**src/rtl/ppu_bus_pkg.sv**
```systemverilog
// PPU VRAM bus controller shared types.
// Bus FSM states, access owner and the latched access bundle.
package ppu_bus_pkg;

  localparam int VRAM_AW = 14;

  typedef enum logic [1:0] {
    IDLE,
    ALE,
    STROBE
  } bus_state_t;

  typedef enum logic {
    OWN_RENDER,
    OWN_CPU
  } owner_t;

  typedef struct packed {
    logic               we;
    logic [VRAM_AW-1:0] addr;
    logic [7:0]         wdata;
  } bus_acc_t;

endpackage

```
**src/rtl/ppu_bus_arb.sv**
```systemverilog
// Render/CPU arbiter for the PPU VRAM bus.
// Render wins until a pending CPU access has waited STARVE_LIMIT grants.
module ppu_bus_arb #(
  parameter int STARVE_LIMIT = 4
) (
  input  logic clk,
  input  logic n_reset,
  input  logic decide,
  input  logic render_req,
  input  logic cpu_pend,
  output logic grant_render,
  output logic grant_cpu
);

  localparam logic [3:0] LIM = 4'(STARVE_LIMIT);

  logic [3:0] starve_cnt;
  logic       starved;

  assign starved      = cpu_pend && (starve_cnt == LIM);
  assign grant_render = decide && render_req && !starved;
  assign grant_cpu    = decide && cpu_pend && !grant_render;

  always_ff @(posedge clk or negedge n_reset) begin
    if (!n_reset) begin
      starve_cnt <= '0;
    end else if (grant_cpu) begin
      starve_cnt <= '0;
    end else if (grant_render && cpu_pend && starve_cnt != LIM) begin
      starve_cnt <= starve_cnt + 4'd1;
    end
  end

endmodule

```
**src/rtl/ppu_bus_ctrl.sv**
```systemverilog
// PPU VRAM bus controller: ALE/strobe sequencing of the multiplexed
// AD bus, shared between rendering fetches and CPU $2007 accesses.
module ppu_bus_ctrl
  import ppu_bus_pkg::*;
#(
  parameter int STARVE_LIMIT = 4
) (
  input  logic               clk,
  input  logic               n_reset,
  input  logic               render_req,
  input  logic [VRAM_AW-1:0] render_addr,
  output logic               render_ack,
  output logic [7:0]         render_rdata,
  output logic               render_valid,
  input  logic               cpu_req,
  input  logic               cpu_we,
  input  logic [VRAM_AW-1:0] cpu_addr,
  input  logic [7:0]         cpu_wdata,
  output logic [7:0]         cpu_rdata,
  output logic               cpu_done,
  output logic               cpu_busy,
  output logic               ale,
  output logic               n_rd,
  output logic               n_wr,
  output logic [5:0]         pa_hi,
  output logic [7:0]         ad_out,
  output logic               ad_oe,
  input  logic [7:0]         ad_in
);

  bus_state_t state;
  owner_t     own;
  bus_acc_t   cur;
  bus_acc_t   pend;
  logic       pend_vld;
  logic       decide;
  logic       grant_render;
  logic       grant_cpu;

  assign decide = (state == IDLE) || (state == STROBE);

  ppu_bus_arb #(
    .STARVE_LIMIT(STARVE_LIMIT)
  ) u_arb (
    .clk         (clk),
    .n_reset     (n_reset),
    .decide      (decide),
    .render_req  (render_req),
    .cpu_pend    (pend_vld),
    .grant_render(grant_render),
    .grant_cpu   (grant_cpu)
  );

  always_ff @(posedge clk or negedge n_reset) begin
    if (!n_reset) begin
      state        <= IDLE;
      own          <= OWN_RENDER;
      cur          <= '0;
      pend         <= '0;
      pend_vld     <= 1'b0;
      cpu_busy     <= 1'b0;
      ale          <= 1'b0;
      n_rd         <= 1'b1;
      n_wr         <= 1'b1;
      ad_oe        <= 1'b0;
      ad_out       <= '0;
      pa_hi        <= '0;
      render_ack   <= 1'b0;
      render_valid <= 1'b0;
      render_rdata <= '0;
      cpu_done     <= 1'b0;
      cpu_rdata    <= '0;
    end else begin
      render_ack   <= 1'b0;
      render_valid <= 1'b0;
      cpu_done     <= 1'b0;

      if (cpu_req && !cpu_busy) begin
        pend_vld <= 1'b1;
        pend     <= '{we: cpu_we, addr: cpu_addr, wdata: cpu_wdata};
        cpu_busy <= 1'b1;
      end

      case (state)
        ALE: begin
          state <= STROBE;
          ale   <= 1'b0;
          if (cur.we) begin
            n_wr   <= 1'b0;
            ad_oe  <= 1'b1;
            ad_out <= cur.wdata;
          end else begin
            n_rd  <= 1'b0;
            ad_oe <= 1'b0;
          end
        end
        IDLE, STROBE: begin
          n_rd <= 1'b1;
          n_wr <= 1'b1;
          // Finish the current access on the last STROBE edge.
          if (state == STROBE) begin
            if (own == OWN_RENDER) begin
              render_rdata <= ad_in;
              render_valid <= 1'b1;
            end else begin
              if (!cur.we) cpu_rdata <= ad_in;
              cpu_done <= 1'b1;
              cpu_busy <= 1'b0;
            end
          end
          if (grant_render) begin
            state      <= ALE;
            own        <= OWN_RENDER;
            cur        <= '{we: 1'b0, addr: render_addr, wdata: 8'h00};
            render_ack <= 1'b1;
            ale        <= 1'b1;
            ad_oe      <= 1'b1;
            ad_out     <= render_addr[7:0];
            pa_hi      <= render_addr[13:8];
          end else if (grant_cpu) begin
            state    <= ALE;
            own      <= OWN_CPU;
            cur      <= pend;
            pend_vld <= 1'b0;
            ale      <= 1'b1;
            ad_oe    <= 1'b1;
            ad_out   <= pend.addr[7:0];
            pa_hi    <= pend.addr[13:8];
          end else begin
            state <= IDLE;
            ale   <= 1'b0;
            ad_oe <= 1'b0;
          end
        end
        default: begin
          state <= IDLE;
          ale   <= 1'b0;
          ad_oe <= 1'b0;
          n_rd  <= 1'b1;
          n_wr  <= 1'b1;
        end
      endcase
    end
  end

endmodule

```
**config.mk**
```make
export PLATFORM = sky130hd
export DESIGN_NAME = ppu_bus_ctrl
export DESIGN_NICKNAME = d
export VERILOG_FILES = /design/src/rtl/ppu_bus_pkg.sv /design/src/rtl/ppu_bus_arb.sv /design/src/rtl/ppu_bus_ctrl.sv
export SDC_FILE = /design/constraint.sdc
export NUM_CORES = 1
export LEC_CHECK = 0
export ABC_AREA = 1
export CORE_MARGIN = 3
export CORE_UTILIZATION = 36
export DETAILED_ROUTE_END_ITERATION = 8
export PLACE_DENSITY_LB_ADDON = 0.12
export SETUP_SLACK_MARGIN = 0.4
export SLEW_MARGIN = 20
export SYNTH_ARGS = -nofsm -noshare
export SYNTH_HDL_FRONTEND = slang
export SYNTH_HIERARCHICAL = 1
export SYNTH_SLANG_ARGS = --single-unit
```
**constraint.sdc**
```tcl
create_clock -name clk -period 2.07 [get_ports clk]
set_input_delay 0.5175 -clock clk [delete_from_list [all_inputs] [get_ports clk]]
set_output_delay 0.5175 -clock clk [all_outputs]
set_load 0.01 [all_outputs]
```
Word-level counts from Yosys, hierarchy flattened
Index checks and enable logic that the tools add are counted.

Register bits after elaboration: 78. Input port bits: 49. Word-level logic and storage cells: 92.

Add/subtract/negate cells: 1. Eq/ne operators: 7. Muxes and demuxes: 40. Bitwise operators: 2. Reduce and logical (&&, ||, !) cells: 21.

Operator list (number): $mux W23 (2); $mux W1 (28); $mux W8 (3); $pmux W8 S2 (1); $mux W6 (2); $logic_and A1 B1 Y1 (8); $mux W4 (2); $reduce_and A3 Y1 (2); $reduce_bool A2 Y1 (3); $add A4 B1 Y4 const B (1); $eq A4 B3 Y1 const B (1); $ne A2 B2 Y1 const B (2); $ne A4 B3 Y1 const B (1); $pmux W2 S2 (1); $reduce_and A4 Y1 (1); $logic_not A1 Y1 (3); $ne A3 B2 Y1 const B (1); $eq A2 B1 Y1 const B (1); $eq A2 B2 Y1 const B (1); $logic_not A2 Y1 (1); $not A1 Y1 (2); $pmux W1 S2 (1); $reduce_and A2 Y1 (1); $reduce_or A2 Y1 (1); $logic_or A1 B1 Y1 (1).

Depth between registers and ports, before layout
Gate-level depths: netlist of run 1.

Depth in word-level cells: 9. Gate-level depth with buffers: 14.

By module
Netlist of run 1, hierarchy kept.

Modules (own cells, without submodules): ppu_bus_ctrl (instances 1, cells each 348, area an instance 3047.9 sq um, seq. area each 1854.3 sq um); ppu_bus_arb (instances 1, cells each 37, area an instance 265.3 sq um, seq. area each 100.1 sq um).

Worst setup path after synthesis of run 1
No wires, ideal clock.

Path kind: register to register. Start: register state[0]. End: register pend_vld. Library setup time: 0.113 ns. Arrival time: 1.631 ns. Setup slack: 0.327 ns. Stages on the path, launching flop included: 13. Cell sequence: dfrtp_1 > inv_2 > buf_2 > nand2_1 > inv_1 > nand2_2 > inv_1 > buf_4 > o21ai_4 > nor2_2 > inv_1 > nand2_1 > inv_1.

Longest elaborated chain between the ends: 9. Elaborated cells between the ends (all ways): 12.

Ends and longest elaborated chain: start, declared (RTL line ppu_bus_ctrl.sv:31) `bus_state_t state;`; start signal, assigned (RTL line ppu_bus_ctrl.sv:56) `state <= IDLE;`; start signal, assigned (RTL line ppu_bus_ctrl.sv:86) `state <= STROBE;`; start signal, assigned (RTL line ppu_bus_ctrl.sv:112) `state <= ALE;`; $eq A2 B2 Y1 / $logic_not A2 Y1 (equally long branches) (RTL line ppu_bus_ctrl.sv:40) `assign decide = (state == IDLE) || (state == STROBE);`; $logic_or A1 B1 Y1 (*) (RTL line ppu_bus_ctrl.sv:40); net decide (RTL line ppu_bus_ctrl.sv:36) `logic decide;`; $logic_and A1 B1 Y1 (*) (2 in series) (RTL line ppu_bus_arb.sv:21) `assign grant_render = decide && render_req && !starved;`; net grant_render (RTL line ppu_bus_ctrl.sv:37) `logic grant_render;`; $logic_not A1 Y1 (RTL line ppu_bus_arb.sv:22) `assign grant_cpu = decide && cpu_pend && !grant_render;`; $logic_and A1 B1 Y1 (RTL line ppu_bus_arb.sv:22); $mux W1 (RTL line ppu_bus_ctrl.sv:120) `end else if (grant_cpu) begin`; $mux W1 (*) (RTL line ppu_bus_ctrl.sv:111) `if (grant_render) begin`; $mux W1 (*) (RTL line ppu_bus_ctrl.sv:84) `case (state)`; end signal, assigned (RTL line ppu_bus_ctrl.sv:60) `pend_vld <= 1'b0;`; end signal, assigned (RTL line ppu_bus_ctrl.sv:79) `pend_vld <= 1'b1;`; end signal, assigned (RTL line ppu_bus_ctrl.sv:124) `pend_vld <= 1'b0;`; end, declared (RTL line ppu_bus_ctrl.sv:35) `logic pend_vld;`.

Mark *: on every way through the listed nets, which the timed path passes. The rest lies on a longest branch. A chain may end at the register's enable or synchronous reset.

Worst setup path in the final report of run 1
Start: register u_arb.starve_cnt[0]. End: register u_arb.starve_cnt[3].

Longest elaborated chain between the ends: 7. Elaborated cells between the ends (all ways): 13.

Ends and longest elaborated chain: start, declared (RTL line ppu_bus_arb.sv:17) `logic [3:0] starve_cnt;`; start signal, assigned (RTL line ppu_bus_arb.sv:30) `starve_cnt <= starve_cnt + 4'd1;`; branches (longest 7 deep; another with $add A4 B1 Y4).

Parallel ways; which one is timed is not known. The select of a mux whose other input is x is not followed.

==> results of run 1 <==
==> kinds of logic after synthesis <==
kind of cell / after synthesis / synth area share (%)
compound gates: 25 / 4.154
fa+ha+maj: 2 / 0.7552
buf+inv: 46 / 6.306
flops: 78 / 58.99
simple gates: 234 / 29.80
==> worst max-delay path: cells and delay by family, from the launching register on <==
family / cells / cell delay, ns
buffers and inverters: 6 / 0.65
flip-flops: 1 / 0.40
AND/OR/NAND/NOR: 6 / 0.35
adder cells (fa/ha/maj): 1 / 0.13
==> how the worst min path moves through the flow <==
| stage | from | endpoint | depth (start not counted) |
|---|---|---|---|
| after detailed placement | state[1] | state[1] | 1 |
| final | n_reset | u_arb/starve_cnt[0] | 1 |
| after global placement | state[1] | state[1] | 1 |
| after CTS | n_reset | u_arb/starve_cnt[1] | 1 |
| after floorplan | n_reset | ad_oe | 0 |
| after global routing | n_reset | u_arb/starve_cnt[0] | 1 |
==> metrics by stage <==
| step | util [%] | instance area (um2) | total power [mW] |
|---|---|---|---|
| final | 53.42 | 4727 | 6.490 |
| after global routing | 53.42 | 4727 | 7.054 |
| after CTS | 52.55 | 4649 | 6.449 |
| after detailed placement | 49.05 | 4340 | 5.225 |
| after global placement | 49.05 | 4340 | 5.176 |
| after floorplan | - | 3324 | 4.002 |
==> routing by layer <==
metal / up-vias / routed length (um)
li1: 1427 / -
met1: 1318 / 3850
met2: 78 / 3949
met3: 9 / 562
met4: 0 / 106
met5: - / 0
==> area by class of cell <==
cell class	count	area, um2
multi-input cells	261	1225
well taps	108	135.1
repair buffers	115	1069
clock inverters	4	70.07
flip-flops and latches	78	1954
inverters	32	128.9
clock buffers	12	145.1
fillers	882	4121
==> report_power, final <==
part           total, mW  switching (mW)  internal (mW)
Sequential          2.56           0.362           2.20
Combinational       2.68            1.49           1.19
Clock               1.25           0.543          0.710
Total               6.49            2.39           4.10
==> cells in the final DEF, fill, tap and decap left out, drive strengths merged <==
master         synthesis  layout
a21oi                  2       2
buf                   10      30
bufinv                 0       2
clkbuf                 4      14
clkdlybuf4s50          0      47
clkinv                 0       2
clkinvlp               0       1
dfrtp                 76      76
dfstp                  2       2
dlygate4sd2            0      36
ha                     2       2
inv                   32      31
nand2                164     164
nand3                 49      49
nand4                  2       2
nor2                  11      11
o21ai                 22      22
o22ai                  1       1
or2                    8       8
==> state kept, by name (all words and copies together), names as in the netlist, 2 cells and up <==
register	cells
ad_out	8
pa_hi	6
pend	23
state	2
cpu_rdata	8
cur	9
u_arb/starve_cnt	4
render_rdata	8
==> repair_timing <==
| item | 4_1_cts | 5_1_grt |
|---|---|---|
| resized for setup | 53 | 19 |
| setup endpoints to repair | 61 | 29 |
| gates cloned | 0 | 0 |
| pin swaps | 7 | 8 |
| buffers inserted | 11 | 4 |
==> impl_metrics.csv, run 1 <==
group,metric,value,unit
outcome,status,"completed",
place,dp_slack,-0.01779,ns
critical_path,cp-start-kind,"flop",
grt,antenna_found_initial,0,
drt,ant_nets,0,
grt,grt_util_met1,24.50,%
logic_synthesis,synth_seq_cells,78,
die,dieArea,0.01039,mm2
logic_synthesis,synth_fp_nets,436,
grt,grt.busiest_layer,"met2",
power_and_ir_drop,power.leakage,2.519,nW
timing,fin_crit,1.656,ns
timing,finalHoldViolCount,0,
timing,relSlewSlack,67.27,%
die,die_w,101.9,um
die,rows,34,
critical_path,reg2reg_depth,13,
place,hpwl,5.795,mm
min_path,hold_path_class,"input pin to asynchronous set/reset pin",
critical_path,worstPathCellList,"inv_2 -> ha_4 -> nand2_1 -> inv_1 -> nand2_2 -> nand2_4 -> nand2_4 -> buf_4 -> buf_4 -> buf_4 -> buf_4 -> nand2_1 -> nor2_1",
place,place_congestion,0.7991,
timing,finalSetupTns,0,ns
timing,tightest_slew,0.4897,ns
timing,fin_skew,0.006479,ns
logic_synthesis,synthFlopType,"dfrtp_1",
clock_network,worstSkewPairLatency,0.34,ns
clock_network,cts_buffers,9,
timing,whs,0.07465,ns
logic_synthesis,yosysMostFrequentCell,"nand2_1",
critical_path,startpoint,"u_arb/starve_cnt[0]",
drt,initialDrtViolationCount,144,
critical_path,crit_slowest_cell,"dfrtp_1",
clock_network,clockBufferDepth,2,
clock_network,cts_sinks,78,
grt,grt_first_pass_wirelength,14.10,mm
clock_network,cts_tree,"done",
final_layout,nets,548,
logic_synthesis,synth.cell_area,0.003313,mm2
critical_path,reg2reg_from,"u_arb/starve_cnt[0]",
timing,max_freq,0.6040,GHz
timing,rsz0062_at_grt,"true",
grt,gr-usage-met2,26.61,%
logic_synthesis,synth_cell_type_count,21,
drt,vias,2832,
logic_synthesis,async_flop_share,100.0,%
logic_synthesis,yosys-top-cells-area,"dfrtp_1 57%, nand2_1 18%, nand3_1 7.3%, o21ai_0 3.2%, inv_1 3.1%",
timing,post-route-period-util,79.98,%
power_and_ir_drop,worst_ir_drop_vdd,0.5232,mV
power_and_ir_drop,power_density,1373,mW/mm2
drt,dr.pass1.iters,4,
critical_path,required,2.31,ns
final_layout,areaGrowthSynthToFinish,42.67,%
critical_path,worstSetupPathType,"flop to flop",
place,dp.cells,579,
logic_synthesis,synth.top_cell.area_share,57.40,%
drt,avgViaCountPerCell,4.643,
critical_path,cp-endpoint,"u_arb/starve_cnt[3]",
drt,avgRoutedWirePerCell,13.88,um
timing,setup_viol,0,
critical_path,timing.rr.end,"u_arb/starve_cnt[3]",
drt,drt_wl_total,8.469,mm
timing,timing.final.max_slew_violations,0,
final_layout,final_cells,610,
grt,overflow,0,
grt,grt_use_met3,4.027,%
timing,setup_slack,0.4144,ns
critical_path,cp-end-kind,"flop",
logic_synthesis,yosys_warnings,6,
die,core_area,0.008848,mm2
critical_path,slowest_delay,0.40,ns
logic_synthesis,syn_area_per_cell,8.606,um2
place,io_buffers,86,
critical_path,cpMostUsedCell,"buf_4",
clock_network,hold_buffers,0,
final_layout,drive_gt1_share,17.33,%
flow_run,maxCapViolations,0,
critical_path,path_max_fanout,3,
die,start_util,37.44,%
grt,grt_max_degree,36,
logic_synthesis,netlist_instances,385,
clock_network,clk_pin_slew_worst_paths,0.08,ns
logic_synthesis,synthTopCellsByCount,"160 x nand2_1, 76 x dfrtp_1, 48 x nand3_1",
critical_path,r2r_slack,0.41,ns
final_layout,num_antenna_cells,0,
die,ioPinCount,87,
die,die_h,101.9,um
critical_path,crit_arrival,1.89,ns
grt,grt_pass1_vias,2913,
clock_network,cts.htree.levels,3,
logic_synthesis,synth_top_area_cell,"dfrtp_1",
drt,drc,0,
grt,track_usage,17.55,%
logic_synthesis,ys_seq_area_share,58.99,%
clock_network,root_buffer,"clkbuf_8",
logic_synthesis,synth_edf_count,0,
(Power assumes the default switching activity.)
==> run 2, diff against run 1 <==
clock period = 1.5 ns   (was 2.07 ns; I/O delays follow)
==> impl_metrics.csv, run 2 (same netlist as run 1, synthesis figures left out) <==
group,metric,value,unit
die,ioPinCount,87,
min_path,hold_path_class,"flop to flop",
drt,ant_nets,0,
critical_path,worstSetupPathType,"flop to flop",
critical_path,cp_num_cells,14,
drt,initialDrtViolationCount,98,
critical_path,cp-end-kind,"flop",
timing,fin_skew,0.01177,ns
place,hpwl,5.809,mm
timing,fin_crit,1.636,ns
clock_network,worstSkewPairLatency,0.34,ns
power_and_ir_drop,p_int,6.043,mW
drt,avgRoutedWirePerCell,13.37,um
timing,setup_viol,25,
timing,post-route-period-util,109.0,%
final_layout,drive_gt1_share,35.37,%
power_and_ir_drop,power.leakage,2.701,nW
timing,tightest_slew,0.3460,ns
timing,whs,0.4699,ns
die,rows,34,
grt,grt_pass1_vias,2752,
die,start_util,37.44,%
timing,max_freq,0.6114,GHz
outcome,status,"complete, but fails checks",
critical_path,crit_slowest_cell,"dfrtp_1",
final_layout,final_cell_area,0.005142,mm2
clock_network,cts_tree,"done",
drt,drt_wl_total,8.666,mm
clock_network,cts_buffers,9,
clock_network,clk_pin_slew_worst_paths,0.08,ns
critical_path,worstPathCellList,"inv_2 -> ha_4 -> nand2_2 -> inv_2 -> nand2_4 -> nand2_4 -> nand2_2 -> inv_2 -> o21ai_4 -> buf_12 -> nor2_4 -> buf_12 -> nand2_1 -> nand2_1",
critical_path,crit_arrival,1.92,ns
timing,relSlewSlack,76.93,%
critical_path,slowest_delay,0.40,ns
final_layout,reg_top3,"pend (23), cur (9)",
critical_path,cp-start-kind,"flop",
power_and_ir_drop,p_clk_share,14.5,%
place,io_buffers,86,
critical_path,required,1.78,ns
drt,vias,3009,
final_layout,num_antenna_cells,0,
critical_path,critPathTopFamily,"buffers and inverters",
die,die_w,101.9,um
clock_network,root_buffer,"clkbuf_8",
grt,grt_first_pass_wirelength,13.41,mm
power_and_ir_drop,power_frac_seq,36.2,%
drt,avgViaCountPerCell,4.644,
place,place_area,0.004463,mm2
critical_path,path_buf_inv,5,
die,core_area,0.008848,mm2
power_and_ir_drop,power_density,1916,mW/mm2
clock_network,cts_sinks,78,
final_layout,top_register,"pend",
grt,grt_max_degree,31,
grt,track_usage,16.43,%
clock_network,clockBufferDepth,2,
flow_run,maxCapViolations,0,
critical_path,cpMostUsedCell,"inv_2",
power_and_ir_drop,sw_frac_of_total,38.67,%
min_path,hold_end,"state[1]",
timing,timing.final.max_slew_violations,0,
critical_path,path_max_fanout,8,
critical_path,r2r_slack,-0.14,ns
power_and_ir_drop,power_frac_comb,49.4,%
drt,dr.pass1.iters,5,
drt,drc,0,
timing,setup_slack,-0.1356,ns
final_layout,nets,586,
min_path,min_path_cells,1,
grt,antenna_found_initial,0,
timing,rsz0062_at_grt,"true",
final_layout,largest_register_ff_count,23,
place,place_congestion,0.7526,
critical_path,reg2reg_from,"u_arb/starve_cnt[1]",
final_layout,layout_common_cells,"137 x nand2_1, 75 x dfrtp_1, 47 x nand3_1",
place,dp_slack,-0.3426,ns
timing,finalSetupTns,-1.983,ns
outcome,violations,"setup timing",
power_and_ir_drop,p_sw,3.810,mW
final_layout,final_common_cell,"nand2_1",
die,dieArea,0.01039,mm2
timing,finalHoldViolCount,0,
grt,overflow,0,
clock_network,cts.htree.levels,3,
critical_path,reg2reg_depth,14,
power_and_ir_drop,worst_ir_drop_vdd,0.7803,mV
die,die_h,101.9,um
critical_path,timing.rr.end,"cur[5]",
final_layout,areaGrowthSynthToFinish,55.21,%
power_and_ir_drop,design_power_total,9.853,mW
min_path,min_from,"state[1]",
run 2: cell types whose count changed in the layout (fill, tap and decap cells not counted), sizes merged, moves of 2 or more:
cell / before / now
nand2: 164 / 167
bufinv: 2 / 0
clkinv: 2 / 7
buf: 30 / 101
dlygate4sd2: 36 / 0
clkbuf: 14 / 11
run 2: worst max-delay path by stage:
stage                        start        end  slack (ns)
2_1_floorplan  u_arb/starve_cnt[0]  ad_out[3]       -0.11
3_3_place_gp            render_req  ad_out[1]       -0.34
3_5_place_dp            render_req  ad_out[4]       -0.34
4_1_cts        u_arb/starve_cnt[1]     cur[1]       -0.15
5_1_grt        u_arb/starve_cnt[0]     cur[5]       -0.24
6_report       u_arb/starve_cnt[1]     cur[5]       -0.14
run 2: metal layers:
layer / wire length (um) / part of all wire [%] / up-vias / track usage [%]
li1: - / - / 1514 / -
met1: 3898 / 45 / 1412 / 22.18
met2: 4221 / 49 / 74 / 27.06
met3: 447 / 5.2 / 9 / 2.799
met4: 98 / 1.1 / 0 / 5.449
met5: 0 / 0 / - / 0
run 2: through the flow:
step,std cells,util [%]
floorplan,385,-
finish,648,58.12
global route,648,58.12
CTS,628,53.93
detailed placement,592,50.44
global placement,592,50.44
run 2: power by group through the flow:
stage	combinational (mW)	clock [mW]	sequential, mW
after floorplan	1.88	0	3.69
after global placement	3.74	0	3.58
after detailed placement	3.80	0	3.58
after CTS	4.11	1.46	3.54
after global routing	5.39	1.56	3.67
final	4.86	1.42	3.57
run 2: layout make-up:
type,instances,area [um2]
fill,822,3706
sequential,78,1956
multi-input combinational,264,1389
timing repair buffer,150,1339
inverter,32,148.9
clock buffer,10,137.6
tap,108,135.1
clock inverter,6,37.54
run 2: timing repair:
action / 4_1_cts / 5_1_grt
setup endpoints to repair: 87 / 111
gates cloned: 2 / 3
pin swaps: 13 / 6
endpoints found under the hold margin: 20 / 0
buffers inserted: 17 / 17
gates resized for setup: 195 / 64
hold buffers: 1 / 0
==> run 3, diff against run 2 <==
CORE_ASPECT_RATIO = 0.8   (was not set)
==> impl_metrics.csv, run 3 (same netlist as run 1, synthesis figures left out) <==
group,metric,value,unit
outcome,status,"complete, but fails checks",
outcome,violations,"setup timing",
final_layout,post-route-util,60.69,%
critical_path,reg2reg_from,"u_arb/starve_cnt[1]",
drt,avgRoutedWirePerCell,15.20,um
clock_network,clockBufferDepth,2,
critical_path,required,1.76,ns
die,rows,30,
timing,fin_crit,1.713,ns
die,core_area,0.008708,mm2
grt,grt_pass1_vias,2866,
final_layout,top_register,"pend",
clock_network,worstSkewPairLatency,0.33,ns
power_and_ir_drop,power.leakage,2.706,nW
clock_network,cts_buffers,9,
drt,vias,3068,
drt,dr.pass1.iters,6,
final_layout,final_cells,641,
final_layout,reg_top3,"pend (23), cur (9)",
die,start_util,38.05,%
critical_path,cp-end-kind,"flop",
grt,overflow,0,
grt,grt_max_degree,46,
timing,post-route-period-util,114.2,%
place,hpwl,5.927,mm
drt,drt_wl_total,9.744,mm
clock_network,cts_sinks,78,
critical_path,worstSetupPathType,"flop to flop",
critical_path,critPathTopFamily,"buffers and inverters",
final_layout,areaGrowthSynthToFinish,59.52,%
critical_path,path_buf_inv,5,
clock_network,cts.htree.levels,3,
final_layout,num-fill-cells,779,
clock_network,root_buffer,"clkbuf_16",
drt,ant_nets,0,
critical_path,cp-start-kind,"flop",
place,io_buffers,86,
timing,timing.final.max_slew_violations,0,
drt,drc,0,
drt,avgViaCountPerCell,4.786,
final_layout,num_antenna_cells,0,
final_layout,final_cell_area,0.005285,mm2
drt,initialDrtViolationCount,166,
critical_path,path_max_fanout,7,
clock_network,clk_pin_slew_worst_paths,0.06,ns
final_layout,largest_register_ff_count,23,
critical_path,cpMostUsedCell,"nand2_2",
timing,setup_viol,25,
flow_run,maxCapViolations,0,
die,ioPinCount,87,
power_and_ir_drop,design_power_total,10.90,mW
place,dp.cells,592,
grt,antenna_found_initial,0,
timing,max_freq,0.5838,GHz
critical_path,crit_arrival,1.98,ns
timing,finalHoldViolCount,0,
timing,rsz0062_at_grt,"true",
clock_network,cts_tree,"done",
timing,tightest_slew,0.2860,ns
place,place_area,0.004463,mm2
grt,track_usage,17.85,%
power_and_ir_drop,worst_ir_drop_vdd,1.119,mV
timing,relSlewSlack,80.89,%
final_layout,nets,576,
place,place_congestion,0.7849,
die,dieArea,0.01040,mm2
timing,whs,0.4407,ns
critical_path,startpoint,"u_arb/starve_cnt[1]",
final_layout,layout_common_cells,"128 x nand2_1, 76 x dfrtp_1, 47 x nand3_1",
timing,setup_slack,-0.2128,ns
die,die_h,91.81,um
timing,fin_skew,0.005958,ns
final_layout,final_common_cell,"nand2_1",
final_layout,drive_gt1_share,35.92,%
power_and_ir_drop,power_density,2062,mW/mm2
critical_path,worstPathCellList,"inv_2 -> ha_4 -> nand2_2 -> inv_2 -> nand2_2 -> nand2_2 -> nand2_2 -> inv_2 -> o21ai_4 -> buf_12 -> nor2_4 -> clkbuf_16 -> nand2_2 -> nand2_1",
critical_path,crit_slowest_cell,"dfrtp_1",
grt,grt_first_pass_wirelength,14.66,mm
die,die_w,113.3,um
min_path,hold_path_class,"input pin to asynchronous set/reset pin",
critical_path,slowest_delay,0.39,ns
[run 3: cell count changes in the layout (fill, tap and decap cells not counted), sizes merged, moves of 2 or more]
cell    delta
buf       -12
bufinv     +2
clkbuf     +3
clkinv     -5
[run 3: where the power goes]
| group | total, mW | internal, mW | switching [mW] |
|---|---|---|---|
| clock | 2.28 | 1.45 | 0.829 |
| sequential | 3.62 | 3.04 | 0.580 |
| combinational | 5.00 | 2.39 | 2.61 |
[run 3: cell type report]
class / count / area (um2) / share of cell area, %
Inverter: 32 / 136.4 / 2.580
Sequential cell: 78 / 1954 / 36.98
Multi-Input combinational cell: 264 / 1438 / 27.20
Clock buffer: 11 / 232.7 / 4.403
Tap cell: 112 / 140.1 / 2.652
Clock inverter: 4 / 72.57 / 1.373
Timing Repair Buffer: 140 / 1311 / 24.81
[run 3: worst reg2reg max path, cell delays in order (launching register included)]
cell and delay, ns:
dfrtp_1 0.39, inv_2 0.09, ha_4 0.14, nand2_2 0.05, inv_2 0.05, nand2_2 0.05, nand2_2 0.09, nand2_2 0.07
inv_2 0.08, o21ai_4 0.07, buf_12 0.15, nor2_4 0.16, clkbuf_16 0.17, nand2_2 0.04, nand2_1 0.07
[run 3: routing by layer]
metal / vias up / global-route usage (%) / wire length (um)
met1: 1482 / 23.91 / 4291
met5: - / 0 / 0
met4: 0 / 3.003 / 35
li1: 1501 / - / -
met2: 83 / 29.24 / 4878
met3: 2 / 5.277 / 538
[run 3: stage by stage]
| step | setup slack [ns] | setup TNS (ns) |
|---|---|---|
| after global routing | -0.3070 | -5.743 |
| final | -0.2128 | -3.371 |
| after global placement | -0.3499 | -7.971 |
| after CTS | -0.1391 | -2.449 |
| after floorplan | -0.1067 | -2.338 |
| after detailed placement | -0.3520 | -7.968 |
[run 3: what timing repair did]
action | 4_1_cts | 5_1_grt
pin swaps | 3 | 20
hold buffers | 1 | 0
setup endpoints to repair | 90 | 112
gates resized for setup | 189 | 78
setup buffers | 15 | 11
endpoints found under the hold margin | 11 | 0
gates cloned | 2 | 5
[run 3: final timing paths]
check	endpoint	slack, ns	cells past startpoint
setup reg to reg	cur[2]	-0.21	14
setup / recovery	cur[2]	-0.21	14
max in group asynchronous	n_wr	0.49	3
hold / removal	render_rdata[7]	0.44	2
hold reg to reg	pend[11]	0.47	2
min in group clk	pend[11]	0.47	2
